--- config.mk ---
export PLATFORM = sky130hd
export DESIGN_NAME = mole_spawner
export DESIGN_NICKNAME = d
export VERILOG_FILES = /design/src/rtl/whack_a_mole_pkg.sv /design/src/rtl/lfsr16.sv /design/src/rtl/mole_spawner.sv
export SDC_FILE = /design/constraint.sdc
export NUM_CORES = 1
export LEC_CHECK = 0
export BUFFER_PORTS_ARGS = -buffer_cell sky130_fd_sc_hd__buf_2
export CAP_MARGIN = 20
export CORE_MARGIN = 4
export CORE_UTILIZATION = 35
export DETAILED_ROUTE_END_ITERATION = 10
export GPL_TIMING_DRIVEN = 0
export PLACE_DENSITY = 0.62
export RECOVER_POWER = 50
export SYNTH_ARGS = -nofsm -noshare
export SYNTH_HDL_FRONTEND = slang
export SYNTH_HIERARCHICAL = 1
export SYNTH_SLANG_ARGS = --single-unit
--- constraint.sdc ---
create_clock -name clk -period 11.5 [get_ports clk]
set_input_delay 2.3 -clock clk [delete_from_list [all_inputs] [get_ports clk]]
set_output_delay 2.3 -clock clk [all_outputs]
set_load 0.1 [all_outputs]
--- src/rtl/whack_a_mole_pkg.sv ---
// Shared types and default constants for the whack-a-mole game blocks.
package whack_a_mole_pkg;

    typedef enum logic [1:0] {
        StIdle,
        StArmed,
        StPick
    } state_e;

    localparam int unsigned NumHolesDefault = 18;
    localparam int unsigned ClkPerMsDefault = 50000;

endpackage

--- src/rtl/lfsr16.sv ---
// 16-bit Galois LFSR (taps 16,14,13,11), steps only while advance is high.
module lfsr16 #(
    parameter logic [15:0] SEED = 16'hACE1
) (
    input  logic        clk,
    input  logic        rst_n,
    input  logic        advance,
    output logic [15:0] value
);

    logic [15:0] value_q;

    always_ff @(posedge clk or negedge rst_n) begin
        if (!rst_n) begin
            value_q <= SEED;
        end else if (advance) begin
            value_q <= {1'b0, value_q[15:1]} ^ (value_q[0] ? 16'hB400 : 16'h0000);
        end
    end

    assign value = value_q;

endmodule

--- src/rtl/mole_spawner.sv ---
// Raises up to NUM_MOLES moles on random holes, ages them in ms and clears on whack/timeout.
// Define MOLE_ESCAPE_EN to build the escaped-pulse reporting for timed-out moles.
module mole_spawner
    import whack_a_mole_pkg::*;
#(
    parameter int unsigned NUM_HOLES  = NumHolesDefault,
    parameter int unsigned NUM_MOLES  = 3,
    parameter int unsigned MOLE_UP_MS = 1000,
    parameter int unsigned CLK_PER_MS = ClkPerMsDefault,
    parameter logic [15:0] LFSR_SEED  = 16'hACE1
) (
    input  logic                           clk,
    input  logic                           rst_n,
    input  logic                           enable,
    input  logic                           spawn,
    input  logic [NUM_HOLES-1:0]           whack_mask,
    output logic [NUM_HOLES-1:0]           mole_positions,
    output logic                           spawned,
    output logic                           escaped,
    output logic [$clog2(NUM_MOLES+1)-1:0] active_count
);

    localparam int unsigned HoleW = (NUM_HOLES > 1) ? $clog2(NUM_HOLES) : 1;
    localparam int unsigned SlotW = (NUM_MOLES > 1) ? $clog2(NUM_MOLES) : 1;
    localparam int unsigned CdW   = $clog2(MOLE_UP_MS + 1);
    localparam int unsigned PsW   = (CLK_PER_MS > 1) ? $clog2(CLK_PER_MS) : 1;
    localparam int unsigned CntW  = $clog2(NUM_MOLES + 1);
    localparam int unsigned AttW  = $clog2(2 * NUM_HOLES + 1);

    state_e                 state_q, state_d;
    logic [PsW-1:0]         ps_q;
    logic                   tick;
    logic [AttW-1:0]        att_q;
    logic [15:0]            lfsr;
    logic [HoleW-1:0]       cand;
    logic                   in_pick;

    logic [NUM_MOLES-1:0]   valid_q, valid_d;
    logic [HoleW-1:0]       hole_q [NUM_MOLES];
    logic [HoleW-1:0]       hole_d [NUM_MOLES];
    logic [CdW-1:0]         cd_q [NUM_MOLES];
    logic [CdW-1:0]         cd_d [NUM_MOLES];

    logic [NUM_HOLES-1:0]   occ, pos_d;
    logic                   free_found, load, full_after;
    logic [SlotW-1:0]       free_idx;
    logic [NUM_MOLES-1:0]   load_vec;
    logic [CntW-1:0]        cnt_d;
`ifdef MOLE_ESCAPE_EN
    logic [CntW-1:0]        n_to, pend_q, pend_d;
    logic [CntW:0]          total;
    logic                   esc_d;
`endif

    assign tick    = enable && (ps_q == PsW'(CLK_PER_MS - 1));
    assign in_pick = (state_q == StPick) && enable;
    assign cand    = HoleW'(32'(lfsr) % NUM_HOLES);

    always_ff @(posedge clk or negedge rst_n) begin
        if (!rst_n) begin
            ps_q <= '0;
        end else if (!enable || tick) begin
            ps_q <= '0;
        end else begin
            ps_q <= ps_q + PsW'(1);
        end
    end

    lfsr16 #(
        .SEED (LFSR_SEED)
    ) u_lfsr (
        .clk     (clk),
        .rst_n   (rst_n),
        .advance (in_pick),
        .value   (lfsr)
    );

    // Occupancy and free-slot search use only current state, so a slot freed by a
    // whack this cycle is not visible to the picker until the next cycle.
    always_comb begin
        occ        = '0;
        free_found = 1'b0;
        free_idx   = '0;
        for (int unsigned i = 0; i < NUM_MOLES; i++) begin
            if (valid_q[i]) begin
                occ[hole_q[i]] = 1'b1;
            end else if (!free_found) begin
                free_found = 1'b1;
                free_idx   = SlotW'(i);
            end
        end
        load     = in_pick && free_found && !occ[cand];
        load_vec = '0;
        if (load) begin
            load_vec[free_idx] = 1'b1;
        end
        full_after = &(valid_q | load_vec);
    end

    always_comb begin
        valid_d = valid_q;
        hole_d  = hole_q;
        cd_d    = cd_q;
`ifdef MOLE_ESCAPE_EN
        n_to    = '0;
`endif
        for (int unsigned i = 0; i < NUM_MOLES; i++) begin
            if (valid_q[i]) begin
                // Whack takes priority over a same-cycle timeout.
                if (whack_mask[hole_q[i]]) begin
                    valid_d[i] = 1'b0;
                end else if (tick) begin
                    if (cd_q[i] <= CdW'(1)) begin
                        valid_d[i] = 1'b0;
`ifdef MOLE_ESCAPE_EN
                        n_to = n_to + CntW'(1);
`endif
                    end else begin
                        cd_d[i] = cd_q[i] - CdW'(1);
                    end
                end
            end else if (load_vec[i]) begin
                valid_d[i] = 1'b1;
                hole_d[i]  = cand;
                cd_d[i]    = CdW'(MOLE_UP_MS);
            end
        end
        if (!enable) begin
            valid_d = '0;
`ifdef MOLE_ESCAPE_EN
            n_to    = '0;
`endif
        end
    end

    always_comb begin
        pos_d = '0;
        cnt_d = '0;
        for (int unsigned i = 0; i < NUM_MOLES; i++) begin
            if (valid_d[i]) begin
                pos_d[hole_d[i]] = 1'b1;
            end
            cnt_d = cnt_d + CntW'(valid_d[i]);
        end
    end

    always_comb begin
        state_d = state_q;
        unique case (state_q)
            StIdle:  if (enable) state_d = StArmed;
            StArmed: if (spawn) state_d = StPick;
            StPick:  if (full_after || att_q == AttW'(2 * NUM_HOLES - 1)) state_d = StArmed;
            default: state_d = StIdle;
        endcase
        if (!enable) begin
            state_d = StIdle;
        end
    end

    always_ff @(posedge clk or negedge rst_n) begin
        if (!rst_n) begin
            state_q        <= StIdle;
            att_q          <= '0;
            valid_q        <= '0;
            mole_positions <= '0;
            active_count   <= '0;
            spawned        <= 1'b0;
            for (int unsigned i = 0; i < NUM_MOLES; i++) begin
                hole_q[i] <= '0;
                cd_q[i]   <= '0;
            end
        end else begin
            state_q        <= state_d;
            att_q          <= in_pick ? att_q + AttW'(1) : '0;
            valid_q        <= valid_d;
            hole_q         <= hole_d;
            cd_q           <= cd_d;
            mole_positions <= pos_d;
            active_count   <= cnt_d;
            spawned        <= load;
        end
    end

`ifdef MOLE_ESCAPE_EN
    // Simultaneous timeouts are queued and reported one pulse per cycle.
    always_comb begin
        total  = {1'b0, pend_q} + {1'b0, n_to};
        esc_d  = (total != '0);
        pend_d = esc_d ? CntW'(total - {{CntW{1'b0}}, 1'b1}) : '0;
        if (!enable) begin
            esc_d  = 1'b0;
            pend_d = '0;
        end
    end

    always_ff @(posedge clk or negedge rst_n) begin
        if (!rst_n) begin
            pend_q  <= '0;
            escaped <= 1'b0;
        end else begin
            pend_q  <= pend_d;
            escaped <= esc_d;
        end
    end
`else
    assign escaped = 1'b0;
`endif

endmodule

==> metrics.txt, run 1 <==
outcome=complete, but fails checks; failing checks=max-capacitance violations, max-slew violations; count of distinct cell types in the synthesized netlist=roughly 120; CTS tree=done; M3 GR Usage=2.32%; Clock Pin Slew Worst Setup and Hold Paths=0.08 ns; peak per-stage delay on the critical path=0.58 ns; dominant cell type by count on the critical path=buf_6; fraction of registers with async set/reset=100%; initial antenna violation count=0; Synth Net Count=approximately 1300; Fillers=slightly below 3000; H-tree levels=3; Yosys warnings=6; Hold Path Stages=1; input/output buffers=42; critical path capture point type=flop; busiest grt layer=met2; remaining number of nets flagged by the antenna check after routing=0; category of the most critical setup path=flop to flop; diode count=0; Die Area=between 30000 and 40000 um2; Avg WL per Cell=18.2 um; most common cell after layout, fill and taps aside=nor2_1; clock insertion delay at the later pin of the skew report=~0.37 ns; number of global-route vias before repair=9990; number of pins exceeding their max-slew limit in the final report=approximately 110; slew at the pin closest to its max-slew limit=2.99 ns; global placer's final weighted congestion=roughly 0.95; area of the mapped netlist=between 10000 and 15000 um2; endpoint of the most critical register-to-register path=mole_positions[1]; fraction of final layout cells with drive strength greater than 1=around a quarter; number of maximum-capacitance violations=2; CP max FO=10; hold wc startpoint=ps_q[0]; sequential cell area fraction in the yosys report=a little over a quarter; tightest slew margin relative to the limit=-99.5%; 1st-pass router iterations=5; post-route minimum period=roughly 11 ns; Avg Vias per Cell=6.03; wire length of the first global-routing pass=roughly 52000 um; slack of the worst reg-to-reg path=about 0.38 ns; global routing usage summed across all routing layers=18.4%; met2 track demand over resource=a little under a third; die span in y=about 180 um; First DRT Iteration DRCs=987; Tcrit/Tclk final=a little over nine tenths; slowest CP cell=or4_4; hold-critical path endpoint=ps_q[0]; syn avg cell area=around 8.2 um2; number of synthesized flops with an enable pin=0; total clock sinks=between 100 and 150; Worst Hold Class=flop to flop; number of hold buffers added after cts=0; f_max=~90 MHz; post-synthesis sequential element count=between 100 and 150; count of cells along the worst register-to-register path=43; total number of placement rows=63; horizontal extent of the die=181 um; master cell of the clock root buffer=clkbuf_16; Worst R2R Start=u_lfsr/value[12]; Inserted Clock Buffers=9; buffers from clock root to sink, at most=2; wirelength, routed=around 33000 um; final number of setup-violating endpoints=0; data arrival time at the worst-slack endpoint=between 10 and 15 ns; Congestion Overflow GR=0; endpoint required time on the critical path=11.70 ns; Core Area=just under 30000 um2; Main synth FF type=dfrtp_1; worst clock skew=~0.016 ns; final cell utilization of the core=between 40% and 50%; Critical Path Source Type=flop; vias post-DR=10795; post-detailed-placement half-perimeter wirelength=23600 um; number of cells produced by synthesis=about 1300; number of DRC violations after detailed routing=0; top library cells by usage in the layout, fill and taps aside=nor2_1, nand2_1, dfrtp_1, buf_4; number of top-level design ports=44; maximum number of pins on one net before global-route repair=57; met1 Use GR=about a quarter; P&R area growth vs syn=20.7%; endpoints failing hold=0; initial core utilization=35.5%; final layout net count=about 1400
## what timing repair did
action	4_1_cts	5_1_grt
endpoints found under the setup margin	71	70
setup buffers	26	32
gates resized for setup	67	76
pin swaps	18	28
## layout make-up
type	instances	area [um2]	share of cell area, %
multi-input cells	1061	7970	62.8
flip-flops and latches	109	2740	21.6
repair buffers	103	681	5.36
well taps	390	488	3.84
plain buffers	62	322	2.53
clock buffers	9	225	1.77
inverters	48	180	1.42
clock inverters	7	91.3	0.719
## worst max-delay path by stage
stage,startpoint,end,slack (ns),depth (start not counted)
finish,u_lfsr/value[12],mole_positions[1],0.38,43
global route,u_lfsr/value[12],mole_positions[6],-0.10,45
CTS,u_lfsr/value[12],active_count[0],-0.004,42
detailed placement,u_lfsr/value[12],active_count[0],-2.16,41
global placement,u_lfsr/value[12],active_count[0],-2.16,42
floorplan,u_lfsr/value[12],active_count[0],0.34,41
## kinds of logic (layout without fill, tap and decap cells)
kind of cell	after synthesis	count (layout)	share of synthesized area, %
other cells	1	1	0.0357
simple gates	530	530	25.6
flops	109	109	26.0
fa+ha+maj	15	15	1.80
buf+inv	111	229	4.53
mux	63	63	8.40
compound gates	383	383	27.7
xor+xnor	69	69	5.95
## cell usage after synthesis, types with 21 or more instances
cell	number	area, um2
nor2_1	129	484
nand2_1	118	443
dfrtp_1	101	2530
o21ai_0	65	325
a21oi_1	58	290
nor3_1	57	285
nand3_1	53	265
inv_1	46	173
clkbuf_1	41	154
xnor2_1	41	359
xor2_1	26	228
mux2_2	23	259
nand2b_1	22	138
o221ai_1	21	184
## worst max-delay path: cells and delay by family (launching register included)
family	cells	cell delay, ns
flip-flops	1	0.41
adder cells (fa/ha/maj)	1	0.25
AND/OR/NAND/NOR	15	4.05
AO/OA/AOI/OAI	16	4.37
buffers and inverters	9	1.43
XOR/XNOR	1	0.15
multiplexers	1	0.27
## sequential cells by signal, summed over array words and instances (netlist names)
name and flops:
spawned 1, ps_q 16, active_count 2, u_lfsr/value 16
valid_q 3, att_q 6, hole_q 15, mole_positions 18
state_q 2, cd_q 30
## metrics by stage
step / setup TNS, ns / instance area, um2 / hold WS (ns) / cells / worst slack (ns)
finish: 0 / 12700 / 0.453 / 1789 / 0.384
CTS: -0.00381 / 12100 / 0.455 / 1758 / -0.00381
global placement: -90.81 / 11200 / 0.448 / 1713 / -2.16
global route: -0.748 / 12700 / 0.470 / 1789 / -0.101
floorplan: 0 / 10500 / 0.425 / 1281 / 0.343
detailed placement: -90.61 / 11300 / 0.442 / 1716 / -2.16
## layer usage
layer  part of all wire (%)  up-vias
met3                    5.8       59
met1                     46     5262
met4                    1.8        0
met2                     47      386
met5                      0        -
li1                       -     5088
Power of run 1 is not shown: default switching activity piles up to over one toggle a cycle in this logic, so the estimate is an artifact.
==> run 2: changes to the inputs <==
Settings changed: PLACE_DENSITY 0.62 to 0.6.
Clock period 11.5 ns to 14.36 ns, I/O delays scaled along.
==> run 2 against run 1 <==
Net effect:
- the run still ends with max-capacitance violations, max-slew violations left
- flip-flop and latch count unchanged
- via count decreased by 3.6%
- setup slack gained 0.57 ns
- die area stayed put
- design area down 8.8%
- global-route usage down 0.30 points
- sequential share of layout area grew 2.1 points
- routed wire length is 4.9% lower
==> metrics.txt, run 2 (synthesis results as in run 1) <==
Inserted Clock Buffers=9 (unchanged); endpoints failing hold=0 (unchanged); number of setup buffers added after CTS=0 (-100%); die span in y=181 um (unchanged); Critical Path Source Type=flop; data arrival time at the worst-slack endpoint=13.68 ns (+2.37 ns); Worst Hold Class=flop to flop; number of global-route vias before repair=9641 (-3.5%); slew at the pin closest to its max-slew limit=3.13 ns (+0.135 ns); post-route minimum period=13.41 ns (+2.29 ns); Avg WL per Cell=17.8 um (-1.8%); Die Area=32900 um2 (unchanged); number of maximum-capacitance violations=2 (unchanged); number of top-level design ports=44 (unchanged); tightest slew margin relative to the limit=-109% (-9.0 points); Core Area=29600 um2 (unchanged); largest registers=cd_q: 30 flops, mole_positions: 18 flops; number of pins exceeding their max-slew limit in the final report=112 (unchanged); slowest CP cell=fa_1; final layout net count=1371 (-3.9%); initial antenna violation count=0 (unchanged); most flop-heavy register=cd_q; final number of setup-violating endpoints=0 (unchanged); peak per-stage delay on the critical path=0.58 ns (about the same); CTS tree=done; clock insertion delay at the later pin of the skew report=0.37 ns (about the same); worst clock skew=0.0141 ns (-0.00224 ns); failing checks=max-capacitance violations, max-slew violations; H-tree levels=3 (unchanged); master cell of the clock root buffer=clkbuf_16; total number of placement rows=63 (unchanged); maximum number of pins on one net before global-route repair=58 (+1.8%); outcome=complete, but fails checks; wirelength, routed=30900 um (-4.9%); Fillers=3074 (+3.8%); most common cell after layout, fill and taps aside=nor2_1; post-detailed-placement half-perimeter wirelength=23700 um (+0.39%); Clock Pin Slew Worst Setup and Hold Paths=0.08 ns (about the same); total clock sinks=109 (unchanged); global routing usage summed across all routing layers=18.1% (-0.30 points); number of DRC violations after detailed routing=0 (unchanged); 1st-pass router iterations=5 (unchanged); number of flip-flops under the largest register name=30 (unchanged); diode count=0 (unchanged); Tcrit/Tclk final=93.4% (-3.3 points); input/output buffers=42 (unchanged); First DRT Iteration DRCs=1004 (+1.7%); f_max=74.6 MHz (-17%); endpoint required time on the critical path=14.63 ns (+2.93 ns); category of the most critical setup path=flop to flop; setup TNS=0 ns (unchanged); vias post-DR=10404 (-3.6%); Avg Vias per Cell=6.00 (-0.51%); fraction of final layout cells with drive strength greater than 1=14.1% (-9.2 points); P&R area growth vs syn=10.1%; remaining number of nets flagged by the antenna check after routing=0 (unchanged); wire length of the first global-routing pass=50700 um (-1.8%); CP max FO=10 (unchanged); global placer's final weighted congestion=0.926 (-2.2%); buffers from clock root to sink, at most=2 (unchanged); setup repair after global routing missed its margin=no; initial core utilization=35.5% (unchanged); horizontal extent of the die=181 um (unchanged); critical path capture point type=flop; top library cells by usage in the layout, fill and taps aside=nor2_1, nand2_1, dfrtp_1, o21ai_0, a21oi_1; Congestion Overflow GR=0 (unchanged)
## run 2: changes by cell type in the layout (fill, tap and decap cells not counted), sizes merged
cell | previous run | this run
clkdlybuf4s18 | 1 | 0
clkinv | 6 | 4
buf | 118 | 63
inv | 49 | 51
## run 2: final timing paths
check	startpoint	endpoint	slack (ns)	depth (start not counted)
setup reg to reg	u_lfsr/value[12]	active_count[0]	0.95	40
min in group asynchronous	rst_n	ps_q[6]	3.37	1
hold reg to reg	att_q[0]	att_q[0]	0.46	1
max in group asynchronous	rst_n	hole_q[5]	6.98	2
setup / recovery	u_lfsr/value[12]	active_count[0]	0.95	40
hold / removal	att_q[0]	att_q[0]	0.46	1
## run 2: worst max-delay path: cells and delay by family (launching register included)
kind            cells  cell delay [ns]
compound gates     20             6.61
xor+xnor            1             0.41
fa+ha+maj           2             0.95
buf+inv             6             1.17
flops               1             0.41
mux                 2             1.01
simple gates        9             2.73
## run 2: cell type report
class | instances | area [um2] | area share, %
Clock inverter | 7 | 86.3 | 0.745
Multi-Input combinational cell | 1061 | 7340 | 63.4
Tap cell | 390 | 488 | 4.21
Timing Repair Buffer | 46 | 226 | 1.96
Buffer | 63 | 298 | 2.57
Inverter | 48 | 180 | 1.56
Clock buffer | 9 | 225 | 1.94
Sequential cell | 109 | 2740 | 23.6
## run 2: per-layer routing
metal,global-route usage (%),share of wire (%),vias to the layer above
met5,0,0,-
met4,4.14,2.1,0
met3,3.08,6.0,60
met2,29.0,46,399
met1,25.7,46,4962
li1,-,-,4983
## run 2: what timing repair did
item / CTS / global route
resized for setup: 0 / 7
endpoints found under the setup margin: 0 / 36
hold buffers: 0 / 0
## run 2: per-stage QoR
step                      util, %  instances  cell area [um2]  hold slack [ns]  worst slack, ns
after global routing         39.1       1733            11600            0.512           0.0876
final                        39.1       1733            11600            0.458            0.950
after global placement       37.8       1713            11200            0.448            0.517
after CTS                    39.0       1731            11600            0.465            0.490
after detailed placement     38.0       1715            11300            0.454            0.521
after floorplan                 -       1281            10500            0.425             3.20
Power of run 2 is left out for the same reason.
